**src/rtl/gc_conf_source_if.sv**
```systemverilog
// Host write port and loader-side stream bundle for gc_conf_source.
// slave: the word source; master: host + GC loader side.
interface gc_conf_source_if #(
  parameter int ITERATION_VARIABLE_WIDTH = 16,
  parameter int ADDR_WIDTH = 6
);
  logic                                wr_en;
  logic [ADDR_WIDTH-1:0]               wr_addr;
  logic [ITERATION_VARIABLE_WIDTH-1:0] wr_data;
  logic                                wr_last;
  logic                                conf_en;
  logic                                config_busy;
  logic                                config_done;
  logic [ITERATION_VARIABLE_WIDTH-1:0] conf_bus;
  logic                                pdone;
  logic [1:0]                          src_state;
  logic [ADDR_WIDTH-1:0]               rd_ptr;
  logic                                wr_err;
  logic                                underrun;

  modport slave (
    input  wr_en, wr_addr, wr_data, wr_last,
    input  conf_en, config_busy, config_done,
    output conf_bus, pdone, src_state,
    output rd_ptr, wr_err, underrun
  );

  modport master (
    output wr_en, wr_addr, wr_data, wr_last,
    output conf_en, config_busy, config_done,
    input  conf_bus, pdone, src_state,
    input  rd_ptr, wr_err, underrun
  );
endinterface

```
**src/rtl/gc_conf_source.sv**
```systemverilog
// Configuration-word source: host fills a word store, then the image is
// streamed to the GC loader one word per consume (conf_en & ~busy & ~done).
// Ports: conf_clk, reset (async, active-high), bus (gc_conf_source_if.slave:
//   wr_en/wr_addr/wr_data/wr_last, conf_en/config_busy/config_done in;
//   conf_bus/pdone/src_state/rd_ptr/wr_err/underrun out).
// Option: define GC_CONF_SRC_UNDERRUN_EN to saturate at the image end and
//   flag underrun; otherwise the stream wraps back to word 0.
module gc_conf_source #(
  parameter int ITERATION_VARIABLE_WIDTH = 16,
  parameter int DEPTH = 64,
  parameter int ADDR_WIDTH = 6
) (
  input logic             conf_clk,
  input logic             reset,
  gc_conf_source_if.slave bus
);
  localparam int W  = ITERATION_VARIABLE_WIDTH;
  localparam int PW = ADDR_WIDTH + 1;
  localparam logic [PW-1:0] DEPTH_P = PW'(DEPTH);

  typedef enum logic [1:0] {
    IDLE   = 2'd0,
    READY  = 2'd1,
    STREAM = 2'd2,
    DONE   = 2'd3
  } state_t;

  state_t        state;
  logic [W-1:0]  mem [DEPTH];
  // One extra bit: a full image of DEPTH words needs count = DEPTH.
  logic [PW-1:0] count;
  logic [PW-1:0] ptr;
  logic          pdone_q;
  logic          wr_err_q;
  logic          underrun_q;

  logic          in_range;
  logic          wr_open;
  logic          wr_ok;
  logic          consume;
  logic          at_end;
  logic [PW-1:0] new_count;
  logic [W-1:0]  rd_word;

  assign in_range  = {1'b0, bus.wr_addr} < DEPTH_P;
  assign wr_open   = (state == IDLE) || (state == DONE);
  assign wr_ok     = bus.wr_en && wr_open && in_range;
  assign consume   = bus.conf_en && !bus.config_busy
                     && !bus.config_done;
  assign at_end    = (ptr == count);
  assign new_count = {1'b0, bus.wr_addr} + PW'(1);

  always_ff @(posedge conf_clk) begin
    if (wr_ok) mem[bus.wr_addr] <= bus.wr_data;
  end

  always_comb begin
    rd_word = '0;
    if (state == STREAM && ptr < count)
      rd_word = mem[ptr[ADDR_WIDTH-1:0]];
  end

  always_ff @(posedge conf_clk or posedge reset) begin
    if (reset) begin
      state      <= IDLE;
      count      <= '0;
      ptr        <= '0;
      pdone_q    <= 1'b0;
      wr_err_q   <= 1'b0;
      underrun_q <= 1'b0;
    end else begin
      wr_err_q <= bus.wr_en && !(wr_open && in_range);
      case (state)
        IDLE: begin
          if (wr_ok && bus.wr_last) begin
            count   <= new_count;
            state   <= READY;
            pdone_q <= 1'b1;
          end
        end
        READY: begin
          if (bus.conf_en) begin
            state <= STREAM;
            ptr   <= '0;
          end
        end
        STREAM: begin
          if (bus.config_done) begin
            state <= DONE;
          end else if (consume) begin
            if (!at_end) begin
              ptr <= ptr + PW'(1);
            end else begin
`ifdef GC_CONF_SRC_UNDERRUN_EN
              underrun_q <= 1'b1;
`else
              ptr <= '0;
`endif
            end
          end
        end
        DONE: begin
          // A host write restarts configuration; the write itself
          // behaves exactly like an IDLE write.
          if (bus.wr_en) begin
            state      <= IDLE;
            pdone_q    <= 1'b0;
            ptr        <= '0;
            count      <= '0;
            underrun_q <= 1'b0;
            if (wr_ok && bus.wr_last) begin
              count   <= new_count;
              state   <= READY;
              pdone_q <= 1'b1;
            end
          end
        end
        default: state <= IDLE;
      endcase
    end
  end

  assign bus.conf_bus  = rd_word;
  assign bus.pdone     = pdone_q;
  assign bus.src_state = state;
  assign bus.rd_ptr    = ptr[ADDR_WIDTH-1:0];
  assign bus.wr_err    = wr_err_q;
  assign bus.underrun  = underrun_q;
endmodule
```
**src/flat_wrapper.sv**
```systemverilog
// flat-port wrapper written by rule: the top's interface ports become plain ports
module gc_conf_source_flat 
#(
  parameter int ITERATION_VARIABLE_WIDTH = 16,
  parameter int DEPTH = 64,
  parameter int ADDR_WIDTH = 6
)
  (conf_clk, reset, bus_wr_en, bus_wr_addr, bus_wr_data, bus_wr_last, bus_conf_en, bus_config_busy, bus_config_done, bus_conf_bus, bus_pdone, bus_src_state, bus_rd_ptr, bus_wr_err, bus_underrun);
  gc_conf_source_if #(.ITERATION_VARIABLE_WIDTH(ITERATION_VARIABLE_WIDTH), .ADDR_WIDTH(ADDR_WIDTH)) bus_i ();
  input logic conf_clk;
  input logic reset;
  input wire logic [$bits(bus_i.wr_en)-1:0] bus_wr_en;
  input wire logic [$bits(bus_i.wr_addr)-1:0] bus_wr_addr;
  input wire logic [$bits(bus_i.wr_data)-1:0] bus_wr_data;
  input wire logic [$bits(bus_i.wr_last)-1:0] bus_wr_last;
  input wire logic [$bits(bus_i.conf_en)-1:0] bus_conf_en;
  input wire logic [$bits(bus_i.config_busy)-1:0] bus_config_busy;
  input wire logic [$bits(bus_i.config_done)-1:0] bus_config_done;
  output wire logic [$bits(bus_i.conf_bus)-1:0] bus_conf_bus;
  output wire logic [$bits(bus_i.pdone)-1:0] bus_pdone;
  output wire logic [$bits(bus_i.src_state)-1:0] bus_src_state;
  output wire logic [$bits(bus_i.rd_ptr)-1:0] bus_rd_ptr;
  output wire logic [$bits(bus_i.wr_err)-1:0] bus_wr_err;
  output wire logic [$bits(bus_i.underrun)-1:0] bus_underrun;
  assign bus_i.wr_en = bus_wr_en;
  assign bus_i.wr_addr = bus_wr_addr;
  assign bus_i.wr_data = bus_wr_data;
  assign bus_i.wr_last = bus_wr_last;
  assign bus_i.conf_en = bus_conf_en;
  assign bus_i.config_busy = bus_config_busy;
  assign bus_i.config_done = bus_config_done;
  assign bus_conf_bus = bus_i.conf_bus;
  assign bus_pdone = bus_i.pdone;
  assign bus_src_state = bus_i.src_state;
  assign bus_rd_ptr = bus_i.rd_ptr;
  assign bus_wr_err = bus_i.wr_err;
  assign bus_underrun = bus_i.underrun;
  gc_conf_source #(.ITERATION_VARIABLE_WIDTH(ITERATION_VARIABLE_WIDTH), .DEPTH(DEPTH), .ADDR_WIDTH(ADDR_WIDTH)) u_core (.conf_clk(conf_clk), .reset(reset), .bus(bus_i));
endmodule
```
**config.mk**
```make
export PLATFORM = sky130hd
export DESIGN_NAME = gc_conf_source_flat
export DESIGN_NICKNAME = d
export VERILOG_FILES = /design/src/rtl/gc_conf_source_if.sv /design/src/rtl/gc_conf_source.sv /design/src/flat_wrapper.sv
export SDC_FILE = /design/constraint.sdc
export NUM_CORES = 1
export LEC_CHECK = 0
export ABC_AREA = 1
export CAP_MARGIN = 25
export CORE_ASPECT_RATIO = 0.9
export CORE_MARGIN = 2
export CORE_UTILIZATION = 54
export DETAILED_ROUTE_END_ITERATION = 8
export PLACE_DENSITY = 0.7
export RECOVER_POWER = 100
export REMOVE_ABC_BUFFERS = 1
export SYNTH_ARGS = -nofsm -noshare
export SYNTH_HDL_FRONTEND = slang
export SYNTH_SLANG_ARGS = --single-unit
```
**constraint.sdc**
```tcl
create_clock -name conf_clk -period 7.35 [get_ports conf_clk]
set_input_delay 1.47 -clock conf_clk [delete_from_list [all_inputs] [get_ports conf_clk]]
set_output_delay 1.47 -clock conf_clk [all_outputs]
set_load 0.005 [all_outputs]
```
; Yosys cells after proc, flatten, opt, wreduce, memory -nomap -nowiden
; Memory sizes are Yosys's and may differ from the RTL's.
; Index checks and enable logic that the tools add are counted.
[classes]
muxes = 23
addsub = 2
reduce_logical = 16
n_eq_ne = 10
order_cmp = 1
[ops]
columns = cell, count
row1 = $mux 7, 8
row2 = $pmux 7 s3, 1
row3 = $mux 16, 1
row4 = $pmux 7 s2, 1
row5 = $ne 2x2->1 const B, 5
row6 = $mux 2, 4
row7 = $pmux 2 s4, 1
row8 = $add 6x1->7 const B, 1
row9 = $add 7x1->7 const B, 1
row10 = $eq 7x7->1, 1
row11 = $lt 7x7->1, 1
row12 = $logic_and 1x1->1, 6
row13 = $mux 1, 6
row14 = $reduce_and 5->1, 1
row15 = $eq 2x2->1 const B, 2
row16 = $reduce_and 4->1, 1
row17 = $logic_not 1->1, 3
row18 = $reduce_and 3->1, 1
row19 = $reduce_bool 3->1, 1
row20 = $eq 2x1->1 const B, 1
row21 = $logic_not 2->1, 1
row22 = $ne 2x1->1 const B, 1
row23 = $pmux 1 s2, 1
row24 = $reduce_bool 2->1, 1
row25 = $logic_or 1x1->1, 1
[word_totals]
word_cells = 58
ramBits = 1024
reg_bits = 18
memories = 1
[memory_table]
columns = name, words, width, rd, rd_ports_with_merged_regs, write_ports, line_no
row1 = u_core.mem, 64, 16, 1, 0, 1, gc_conf_source.sv:29  ; logic [W-1:0] mem [DEPTH];

; Logic depth before layout (Yosys ltp)
; Gate-level depths: netlist (run 1).
[logic_depth]
depth_word = 7
mapped_depth = 13
depth_no_buf = 11

; Worst setup path after synthesis (run 1)
; No wires, ideal clock.
[synth_path]
kind = input to register
startpoint = input port bus_wr_addr[0]
endpoint = memory u_core.mem[63][0] (netlist name), enable pin
setup_ns = 0.409
setup_slack_ns = 4.006
cell_stages = 4
arrival_time_ns = 2.935
path_buffers = 0
required_ns = 6.941
cell_sequence = inv_1 > nor2_1 > nand2_1 > nor3_1
[synth_lines]
columns = item, line_no
row1 = from (decl), flat_wrapper.sv:13  ; input wire logic [$bits(bus_i.wr_addr)-1:0] bus_wr_addr;
row2 = to (decl), gc_conf_source.sv:29
; No word-level cell before the write port.

; Worst setup path in the final report (run 1)
[layout_path]
startpoint = register u_core.ptr[2]
endpoint = output port bus_conf_bus[15]
[layout_between]
elab_chain_cells = 3
elab_cells_between_ends = 4
cone_classes = 1 x order compare / 1 x mux / 1 x reduce/logical / 1 x memory
[layout_lines]
columns = item, line_no
row1 = from (decl), gc_conf_source.sv:32  ; logic [PW-1:0] ptr;
row2 = from (signal assigned), gc_conf_source.sv:92  ; ptr <= ptr + PW'(1);
row3 = branches (longest 2 deep; another with $mem_v2 64x16), -
row4 = $mux 16 *, gc_conf_source.sv:59  ; if (state == STREAM && ptr < count)
row5 = to (decl), flat_wrapper.sv:19  ; output wire logic [$bits(bus_i.conf_bus)-1:0] bus_conf_bus;
; Mark *: on every way between the ends.

==> results.cfg, run 1 <==
[synthesis]
syn_area_per_cell_um2 = 11.9
synth-compound-area-share_pct = 0.699
synth_edf_count = 1024
syn_area_um2 = 42600
yosys.area_share.simple_pct = 22.1
synth_flop_cell = edfxtp_1
ys_seq_elements = 1042
synth_top_family_by_area = simple AND/OR/NAND/NOR gates
yosys.area_share.adder_pct = 0.382
synth_cell_types = 28
netlist_instances = 3587
synthXorXnorAreaFrac_pct = 0
synthMuxAreaShare_pct = 0
ys_warn_count = 0
seq_area_frac_synth_pct = 73.3
async_flop_share_pct = 1.73

[cells_and_area]
final_area_um2 = 47200
drive_above_1_share_pct = 5.52
fillCellCount = 6059
multi_input_area_um2 = 9890
register_area_um2 = 31200
synthToLayoutAreaGrowth_pct = 10.8
fin_cells = 4759
final_nets = 3675

[worst_setup_path]
r2r_slack_ns = 3.32
crit_end = bus_conf_bus[15]
crit_type = reg -> out
worst_setup_path_start_kind = register
cp-end-kind = output pin
worstPathRequired_ns = 5.88
ff2ff_path_depth = 6
crit_start = u_core.ptr[2]
worstPathMaxFanout = 36
rr_startpoint = u_core.bus.src_state[0]
rr_endpoint = u_core.mem[1][5]
worst_ep_arrival_time_ns = 5.16

[power_and_ir_drop]
vdd_drop_max_mv = 0.179
p_per_area_nw_per_um2 = 296
total_power_mw = 13.9
p_leak_nw = 16.5

[detailed_routing]
ant_nets = 0
totalWireLength_um = 106000
num_vias = 27700
wl_per_cell_um = 22.2
drt_first_iter_violations = 3516
drcViolationCount = 0
dr.pass1.iters = 9
vias_per_cell = 5.83

[timing]
worst_pin_slew_ns = 3.41
fin_crit_ns = 6.63
max-slew-margin-rel_pct = -127
rsz0062_at_grt = false
clock_skew_ns = 0.0246
setup_viol = 0
holdWs_ns = 0.508
fin_ws_ns = 0.718
fin_crit_sh_pct = 90.2
fmax_mhz = 151
hold_viol = 0
final_max_slew_viol_count = 1099

[grt]
grt_max_degree = 171
grt-ovfl-total = 0
grt_antenna_before_repair = 4
grt_pass1_wl_um = 159000
grtUsageTotal_pct = 26.0
grt_pass1_vias = 25900

[die]
die_y_um = 270
boundaryPins = 56
dieArea_um2 = 81100
placeableCoreArea_um2 = 77900
initial_core_util_pct = 54.6
die_width_um = 300
row_count = 97

[clock_network]
clock_latency_ns = 0.66
cts_tree = done
cts.path.max_buffers = 3
cts_buffers = 104
clk_pin_slew_ns = 0.06
cts_resized = 0
cts-root-buf = clkbuf_16
cts_hold_buf = 0
clock_sinks = 1042
cts_setup_buffers = 0
htreeDepth = 3

[worst_hold_path]
hold_path_class = reg -> reg
min_from = u_core.count[0]

[outcome]
outcome = complete, but fails checks
failed_checks = max-capacitance violations, max-slew violations

[place]
dp_hpwl_um = 58000
placed_area_um2 = 44100
place_ws_ns = 2.04
gp_congestion = 0.942
port-buffer-count = 54
dp.cells = 4565

[flow_run]
maxCapViolations = 18
[cells by family after synthesis]
logic type      after synthesis
other cells                   1
flops                      1042
compound gates               51
buf+inv                     286
fa+ha+maj                    13
simple gates               2194
[worst max-delay path, cell delays in order (launching register included)]
cell and delay [ns]:
dfrtp_1 1.49, inv_4 0.51, clkbuf_2 0.61, nand3_1 0.34, nand3_1 0.11, nand3_1 0.22, and3_1 0.41, nor2_1 0.13
dlygate4sd3_1 0.60
[cell type report]
type / count / area share [%]
Timing Repair Buffer: 168 / 2.36
Tap cell: 1039 / 2.76
Clock inverter: 69 / 1.58
Antenna cell: 3 / 0.0159
Sequential cell: 1042 / 66.1
Inverter: 58 / 0.499
Multi-Input combinational cell: 2259 / 21.0
Clock buffer: 121 / 5.70
[where the power goes]
group          switching (mW)  total [mW]  leakage (nW)  internal (mW)
combinational            1.39        1.93          5.42          0.540
sequential             0.0614        6.67          9.45           6.61
clock                    2.20        5.34          1.66           3.14
[layer usage]
layer	GRT usage, %	part of all wire, %
met4	8.14	3.2
met3	5.97	9.8
met2	39.8	46
met1	37.3	41
met5	0	0.010
[worst min-delay path by stage]
stage,to,slack (ns),cells after the start
after global routing,u_core.count[0],0.55,2
after CTS,u_core.count[0],0.51,2
after detailed placement,u_core.count[0],0.50,2
after global placement,u_core.count[0],0.50,2
final,u_core.count[0],0.51,2
after floorplan,u_core.count[0],0.46,2
[placed cells by master (no fill, tap or decap), drive strengths merged, types with 3 or more instances in the layout]
master | Yosys | layout
edfxtp | 1024 | 1024
clkinvlp | 0 | 8
clkinv | 1 | 43
ha | 13 | 13
nor2 | 110 | 110
o21ai | 14 | 14
o211ai | 6 | 6
nand3 | 922 | 922
clkdlybuf4s50 | 0 | 20
clkbuf | 23 | 205
dlygate4sd3 | 0 | 18
nand4 | 3 | 3
diode | 0 | 3
inv | 57 | 61
nand2 | 1147 | 1147
a21oi | 18 | 18
o22ai | 4 | 4
buf | 205 | 46
bufinv | 0 | 15
and3 | 10 | 10
dfrtp | 18 | 18
[synth_stat cells (3+ instances only)]
cell type | instances | area (µm²)
buf_1 | 12 | 45.0
inv_1 | 55 | 206
o22ai_1 | 4 | 25.0
nand4_1 | 3 | 18.8
o211ai_1 | 6 | 45.0
ha_1 | 13 | 163
edfxtp_1 | 1024 | 30700
a21oi_1 | 18 | 90.1
and3_1 | 10 | 62.6
nand2_1 | 1147 | 4310
buf_6 | 8 | 90.1
dfrtp_1 | 18 | 450
nor2_1 | 110 | 413
nand3_1 | 922 | 4610
o21ai_0 | 14 | 70.1
buf_4 | 49 | 368
buf_2 | 136 | 681
clkbuf_1 | 22 | 82.6
[sequential cells by signal (all words and copies together), names as in the netlist]
| register | flops |
|---|---|
| u_core.bus.src_state | 2 |
| u_core.bus.pdone | 1 |
| u_core.bus.wr_err | 1 |
| u_core.mem | 1024 |
| u_core.count | 7 |
| u_core.ptr | 7 |
[per-stage QoR]
stage | setup TNS (ns) | util [%]
final | 0 | 60.6
after global routing | 0 | 60.5
after CTS | 0 | 61.0
after detailed placement | 0 | 56.6
after global placement | 0 | 56.6
after floorplan | -337.27 | -
(Power assumes the default switching activity.)
==> run 2, diff against run 1 <==
--- a/config.mk
+++ b/config.mk
@@ -10,6 +10,7 @@
 export CORE_ASPECT_RATIO = 0.9
 export CORE_MARGIN = 2
 export CORE_UTILIZATION = 54
+export CTS_CLUSTER_DIAMETER = 30
 export DETAILED_ROUTE_END_ITERATION = 8
 export PLACE_DENSITY = 0.7
 export RECOVER_POWER = 100
==> results.cfg, run 2 (synthesized netlist as in run 1, its figures left out) <==
[die]
boundaryPins = 56
die_y_um = 270
die_width_um = 300
row_count = 97
dieArea_um2 = 81100
placeableCoreArea_um2 = 77900
initial_core_util_pct = 54.6

[cells_and_area]
largest_reg_flops = 1024
final_cell_mix = nand2_1, edfxtp_1, nand3_1
drive_above_1_share_pct = 8.63
final_nets = 3740
synthToLayoutAreaGrowth_pct = 16.1
postLayoutCoreUtil_pct = 63.5
top_register = u_core.mem
layout_commonest_cell = nand2_1
final_area_um2 = 49400
fillCellCount = 5797
reg_top3 = u_core.mem (1024), u_core.count (7), u_core.ptr (7)

[timing]
fin_crit_sh_pct = 90.9
final_max_slew_viol_count = 1098
setup_viol = 0
rsz0062_at_grt = false
fin_ws_ns = 0.666
fin_crit_ns = 6.68
worst_pin_slew_ns = 3.52
fmax_mhz = 150
clock_skew_ns = 0.0191
hold_viol = 0
max-slew-margin-rel_pct = -135

[place]
dp_hpwl_um = 58000
port-buffer-count = 54
placed_area_um2 = 44100
gp_congestion = 0.942
place_ws_ns = 2.04

[clock_network]
cts_buffers = 169
cts_hold_buf = 0
cts_tree = done
htreeDepth = 4
clock_sinks = 1042
cts.path.max_buffers = 3
cts_resized = 0
cts_setup_buffers = 0
clock_latency_ns = 0.75
clk_pin_slew_ns = 0.05
cts-root-buf = clkbuf_16

[detailed_routing]
vias_per_cell = 5.80
wl_per_cell_um = 22.2
drcViolationCount = 0
ant_nets = 0
num_vias = 28300
drt_first_iter_violations = 3638
totalWireLength_um = 109000
dr.pass1.iters = 6

[power_and_ir_drop]
vdd_drop_max_mv = 0.270
total_power_mw = 16.4
p_per_area_nw_per_um2 = 331
p_leak_nw = 17.6

[worst_setup_path]
worst_setup_path_start_kind = register
cp-end-kind = output pin
worstPathRequired_ns = 5.88
ff2ff_path_depth = 6
worst_ep_arrival_time_ns = 5.21
worstPathMaxFanout = 36
crit_type = reg -> out

[grt]
grt_max_degree = 171
grt_pass1_vias = 26800
grt_antenna_before_repair = 3
grt-ovfl-total = 0
grt_pass1_wl_um = 163000
grtUsageTotal_pct = 26.9

[worst_hold_path]
min_delay_path_depth = 2
hold_path_class = reg -> reg

[outcome]
outcome = complete, but fails checks
failed_checks = max-capacitance violations, max-slew violations

[flow_run]
maxCapViolations = 18
run 2: cell types whose count changed in the layout (fill, tap and decap cells not counted), sizes merged:
cell / change
dlygate4sd3: +1
buf: +1
diode: -1
clkdlybuf4s50: -1
inv: +18
clkinv: +29
clkbuf: +65
bufinv: +1
clkinvlp: +14
run 2: final timing paths:
check | endpoint | slack, ns | from
max reg2reg | u_core.mem[46][12] | 3.25 | u_core.bus.src_state[0]
min | u_core.count[0] | 0.51 | u_core.count[0]
max | bus_conf_bus[14] | 0.67 | u_core.ptr[2]
max in group asynchronous | u_core.ptr[1] | 4.69 | reset
min in group asynchronous | u_core.bus.wr_err | 1.01 | reset
min reg2reg | u_core.count[0] | 0.51 | u_core.count[0]
run 2: area by class of cell:
| cell class | count | area, µm² | area share, % |
|---|---|---|---|
| flip-flops and latches | 1042 | 31200 | 63.1 |
| well taps | 1039 | 1300 | 2.63 |
| inverters | 58 | 235 | 0.476 |
| repair buffers | 168 | 1120 | 2.26 |
| clock buffers | 187 | 4360 | 8.82 |
| multi-input cells | 2259 | 9890 | 20.0 |
| diodes | 2 | 5.00 | 0.0101 |
| clock inverters | 131 | 1330 | 2.69 |
run 2: critical path, stage by stage (launching register included):
cell,delay [ns]
dfrtp_1,1.55
inv_4,0.53
nor2_1,0.41
buf_4,0.28
a21oi_1,0.09
nand3_1,0.13
nand3_1,0.12
nand2_1,0.16
nand2_1,0.09
a21oi_1,0.45
clkdlybuf4s50_1,0.60
run 2: per-stage QoR:
step                      instances  TNS [ns]  hold WS [ns]
final                          4886         0         0.514
after global placement         4565         0         0.497
after floorplan                3359   -337.27         0.457
after detailed placement       4565         0         0.502
after CTS                      4883         0         0.510
after global routing           4884         0         0.547
run 2: metal layers:
metal  wire, µm  vias up  GRT usage (%)
li1           -    13000              -
met1      43800    13700           37.8
met2      49800     1478           40.6
met3      11600      211           6.74
met4       3310        2           10.2
met5         94        -          0.833
run 2: where the power goes:
part	internal, mW	switching [mW]	leakage [nW]	total, mW
Clock	4.90	2.86	2.73	7.76
Sequential	6.62	0.0626	9.45	6.69
Combinational	0.539	1.40	5.42	1.94
Total	12.1	4.32	17.6	16.4
